## src/rtl/serial_subtractor.sv

```systemverilog
// serial_subtractor: bit-serial unsigned subtractor computing diff = a - b
// (modulo 2^WIDTH) and borrow_out = (a < b). Operands are consumed LSB-first,
// one bit per clock, through a single full-subtractor cell and a borrow FF.
//
// Ports:
//   clk        rising-edge clock
//   rst_n      asynchronous active-low reset
//   start      request, sampled only while idle
//   a, b       minuend / subtrahend, captured when start is accepted
//   busy       high while an operation is running or completing
//   done       one-cycle pulse; diff/borrow_out hold the new result
//   diff       registered result, held until the next completion
//   borrow_out registered final borrow, held until the next completion
module serial_subtractor #(
  parameter int unsigned WIDTH = 8
) (
  input  logic             clk,
  input  logic             rst_n,
  input  logic             start,
  input  logic [WIDTH-1:0] a,
  input  logic [WIDTH-1:0] b,
  output logic             busy,
  output logic             done,
  output logic [WIDTH-1:0] diff,
  output logic             borrow_out
);

  localparam int unsigned CW = $clog2(WIDTH + 1);

  typedef enum logic [1:0] {
    IDLE = 2'd0,
    RUN  = 2'd1,
    DONE = 2'd2
  } state_t;

  state_t           state;
  state_t           state_nxt;

  logic [WIDTH-1:0] a_sh;
  logic [WIDTH-1:0] b_sh;
  logic [WIDTH-1:0] r_sh;
  logic [WIDTH-1:0] r_nxt;
  logic [CW-1:0]    cnt;
  logic             br;
  logic             br_nxt;
  logic             d;
  logic             a0;
  logic             b0;
  logic             last;

  // Full-subtractor cell on the current LSBs.
  assign a0     = a_sh[0];
  assign b0     = b_sh[0];
  assign d      = a0 ^ b0 ^ br;
  assign br_nxt = (~a0 & b0) | (~(a0 ^ b0) & br);
  assign r_nxt  = {d, r_sh[WIDTH-1:1]};

  // The final RUN edge publishes the shifted-in result including this bit,
  // so completion is detected one count early.
  assign last   = (cnt == CW'(WIDTH - 1));

  assign busy   = (state != IDLE);
  assign done   = (state == DONE);

  always_ff @(posedge clk or negedge rst_n) begin
    if (!rst_n) begin
      state <= IDLE;
    end else begin
      state <= state_nxt;
    end
  end

  always_comb begin
    state_nxt = state;
    case (state)
      IDLE:    if (start) state_nxt = RUN;
      RUN:     if (last)  state_nxt = DONE;
      DONE:    state_nxt = IDLE;
      default: state_nxt = IDLE;
    endcase
  end

  always_ff @(posedge clk or negedge rst_n) begin
    if (!rst_n) begin
      a_sh       <= '0;
      b_sh       <= '0;
      r_sh       <= '0;
      br         <= 1'b0;
      cnt        <= '0;
      diff       <= '0;
      borrow_out <= 1'b0;
    end else begin
      case (state)
        IDLE: begin
          if (start) begin
            a_sh <= a;
            b_sh <= b;
            r_sh <= '0;
            br   <= 1'b0;
            cnt  <= '0;
          end
        end
        RUN: begin
          a_sh <= a_sh >> 1;
          b_sh <= b_sh >> 1;
          r_sh <= r_nxt;
          br   <= br_nxt;
          cnt  <= cnt + CW'(1);
          if (last) begin
            diff       <= r_nxt;
            borrow_out <= br_nxt;
          end
        end
        default: ;
      endcase
    end
  end

endmodule
```

## config.mk

```make
export PLATFORM = sky130hd
export DESIGN_NAME = serial_subtractor
export DESIGN_NICKNAME = d
export VERILOG_FILES = /design/src/rtl/serial_subtractor.sv
export SDC_FILE = /design/constraint.sdc
export NUM_CORES = 1
export LEC_CHECK = 0
export CORE_MARGIN = 8
export CORE_UTILIZATION = 52
export CTS_CLUSTER_SIZE = 20
export DETAILED_ROUTE_END_ITERATION = 12
export PLACE_DENSITY = 0.76
export SLEW_MARGIN = 5
export SYNTH_ARGS = -nofsm -noshare
export SYNTH_HDL_FRONTEND = slang
export SYNTH_SLANG_ARGS = --single-unit
```

## constraint.sdc

```tcl
create_clock -name clk -period 2 [get_ports clk]
set_input_delay 0.4 -clock clk [delete_from_list [all_inputs] [get_ports clk]]
set_output_delay 0.4 -clock clk [all_outputs]
set_load 0.03 [all_outputs]
```

==> results.md <==
* Cell area after synthesis at approximately 1700 sq um
* FF-to-FF path depth at 4
* Postcts setup bufs at 0
* All-Layer GR Usage at between 15 and 20%
* Sequential share of the synthesized area at a little under three fifths
* Die height at ~74 um
* IO Port Bufs at 29
* RePlAce Congestion at between 0.9 and 1
* Wirelength per Cell at about 16 um
* Setup violators final at 0
* Setup crit start: state[1]$_DFFE_PN0P_
* PD cells at roughly 1300 nW/um^2
* Sw Share at around 38%
* Tcrit/Tclk final at 92.62%
* Slowest cell on the critical path: dfrtp_1
* DIE AREA at around 5500 sq um
* Ant diodes at 0
* Status: finished clean
* Total Nets Final at around 210
* Total CTS buffers at 5
* Global-route wire length before repair at approximately 6.6 mm
* Clock power frac at 13.1%
* HPWL after detailed placement at about 2.7 mm
* Share of cells above drive strength 1 at between 10% and 20%
* Worst VDD drop at between 0.0009 and 0.001 V
* Critical Path Fanout Max at 8
* Worst Path Arrival at 1450 ps
* Worst path cell trace: or2_2, dlygate4sd2_1
* Slew Viols, Final at 0
* CTS tree: built
* Syn Area/Cell at between 10 and 15 sq um
* Setup TNS at 0 ps
* Clock Tree Buf Depth at 2
* Standard-cell rows at 21
* Vias in the first global route at 1,431
* CP max stage delay at ~460 ps
* Reg-to-reg setup timing slack at 340 ps
* Resized Gates After CTS at 2
* CP bufs+invs at 1
* CTS H-tree lvls at 2
* Post-route antenna net violation count at 0
* Crit Path Class: flip-flop to primary output
* Final non-filler cell area at ~2200 sq um
* Fmax at ~540 MHz
* Synth-to-layout area growth at 24.48%
* CORE AREA at between 3000 and 4000 sq um
* Final clock skew at about 15 ps
* Initial antenna violation count at 0
* Critical path's top delay family: flip-flops
* Synthesis Warnings at 0
* DRT iter0 DRCs at 70
* Switching pwr at ~1100 uW
* DP Area at approximately 2100 sq um
* Leakage power at between 0.0009 and 0.001 uW
* Drt pass-1 iters at 4
* # IOs at 30
* Clock period minus worst slack at 1852 ps
* Root buf cell: clkbuf_4
* Vias per cell at 5.519
* Slew @ Worst Pin at about 510 ps
* Final Core Density at between 60% and 70%
* Critical Path RT at ~1600 ps
* Max cap viols at 0
* RR Startpoint: cnt[0]$_DFFE_PN0P_
* RSZ-0062 raised after global routing: no
* Worst r2r dst: diff[7]$_DFFE_PN0P_
* Combinational share of power at approximately 42%
* Cts hold-fix bufs at 0
* P_int at approximately 1800 uW
* Final WL at 3.844 mm
* Synth Instances at approximately 160
* Grt ovf at 0
* Via count at about 1,300
* Yosys reg bits at 39
* Cell variety after synth at 28
* Worst skew pair latency at ~350 ps
* Die width at 73.98 um
* Relative slew margins at 66.03%
* CTS sink cnt at 39
* Reg power frac at about 45%
* Critical Path End Type: primary output
* Clock transition at the registers of the reported paths at ~110 ps
* Hold Violations, Final at 0
* Post-Syn Nets at 176
* Min-delay worst type: input port to async pin
* Nature of the critical path startpoint: flip-flop
* Largest net degree at the start of global routing at 40
* Residual DRC at 0
* Fillcell total at between 200 and 300
* Initial core utilization at between 50 and 60%
## metal layers
layer	track usage [%]	wire (um)	vias to the layer above
met3	4.717	208	5
met4	8.647	48	0
met1	18.04	1689	652
li1	-	-	637
met2	25.49	1897	25
met5	0	0	-
## area by class of cell
type	instances	area [sq um]	area share (%)
well taps	46	57.56	2.645
repair buffers	40	365.4	16.79
clock buffers	7	45.04	2.070
inverters	4	15.01	0.6901
flip-flops and latches	39	975.9	44.85
clock inverters	1	5.005	0.2300
multi-input cells	102	711.9	32.72
## worst max path at each step
stage          endpoint  cells after the start
2_1_floorplan      done                      3
3_3_place_gp       busy                      2
3_5_place_dp       busy                      2
4_1_cts            busy                      2
5_1_grt            busy                      2
6_report           busy                      2
## power by group through the flow
stage / clock (uW) / sequential (uW) / combinational [uW]
global route: 418 / 1340 / 1350
detailed placement: 0 / 1320 / 1240
floorplan: 0 / 1410 / 672
global placement: 0 / 1300 / 1200
finish: 382 / 1310 / 1230
CTS: 386 / 1300 / 1250
## cells in the mapped netlist, drive strengths merged
master | instances | area [sq um]
nor2 | 2 | 7.510
a22oi | 14 | 105.1
a41oi | 1 | 8.760
a21oi | 16 | 80.08
a31oi | 1 | 6.260
nor2b | 17 | 106.4
o21ai | 17 | 85.08
buf | 3 | 17.52
nand2b | 1 | 13.76
inv | 4 | 15.01
nand3 | 1 | 5.000
nand2 | 5 | 18.77
a22o | 9 | 78.83
or2 | 1 | 6.260
ha | 1 | 12.51
dfrtp | 39 | 975.9
mux2i | 1 | 10.01
fa | 1 | 20.02
mux2 | 9 | 101.4
nor3 | 1 | 16.27
and2b | 1 | 7.510
o22ai | 1 | 6.260
a2bb2oi | 1 | 8.760
o21bai | 1 | 7.510
clkbuf | 7 | 27.52
## through the flow
step / total power [uW] / std cells / hold WS [ps] / setup WS (ps)
6_report: 2920 / 239 / 74.44 / 147.7
5_1_grt: 3109 / 239 / 119.7 / 79.41
4_1_cts: 2942 / 239 / 97.79 / 127.8
3_5_place_dp: 2561 / 231 / 477.1 / 270.2
3_3_place_gp: 2495 / 231 / 473.0 / 286.2
2_1_floorplan: 2084 / 155 / 104.4 / 357.5
## sequential cells by signal (all words and copies together), names as in the netlist
name / flops
a_sh: 8
b_sh: 8
diff: 8
r_sh: 7
cnt: 4
state: 2
borrow_out: 1
br: 1
## kinds of logic (layout without fill, tap and decap cells)
logic type | count (synthesis) | count (layout) | synth area share (%)
fa+ha+maj | 2 | 2 | 1.861
compound gates | 61 | 61 | 22.12
flops | 39 | 39 | 55.83
simple gates | 29 | 29 | 10.38
buf+inv | 14 | 52 | 3.435
mux | 10 | 10 | 6.371
## cells in the final DEF (no fill, tap or decap), drive strengths merged
master / Yosys / layout
ha: 1 / 1
dfrtp: 39 / 39
buf: 3 / 12
o21ai: 17 / 17
o21bai: 1 / 1
clkinv: 0 / 1
inv: 4 / 4
fa: 1 / 1
dlygate4sd2: 0 / 2
clkdlybuf4s50: 0 / 26
or2: 1 / 1
o22ai: 1 / 1
mux2i: 1 / 1
a22oi: 14 / 14
nor2b: 17 / 17
nand3: 1 / 1
nand2: 5 / 5
a41oi: 1 / 1
a22o: 9 / 9
nor3: 1 / 1
nand2b: 1 / 1
a21oi: 16 / 16
clkbuf: 7 / 7
nor2: 2 / 2
a31oi: 1 / 1
mux2: 9 / 9
and2b: 1 / 1
a2bb2oi: 1 / 1
No activity file was read; power rests on OpenSTA's default activity.
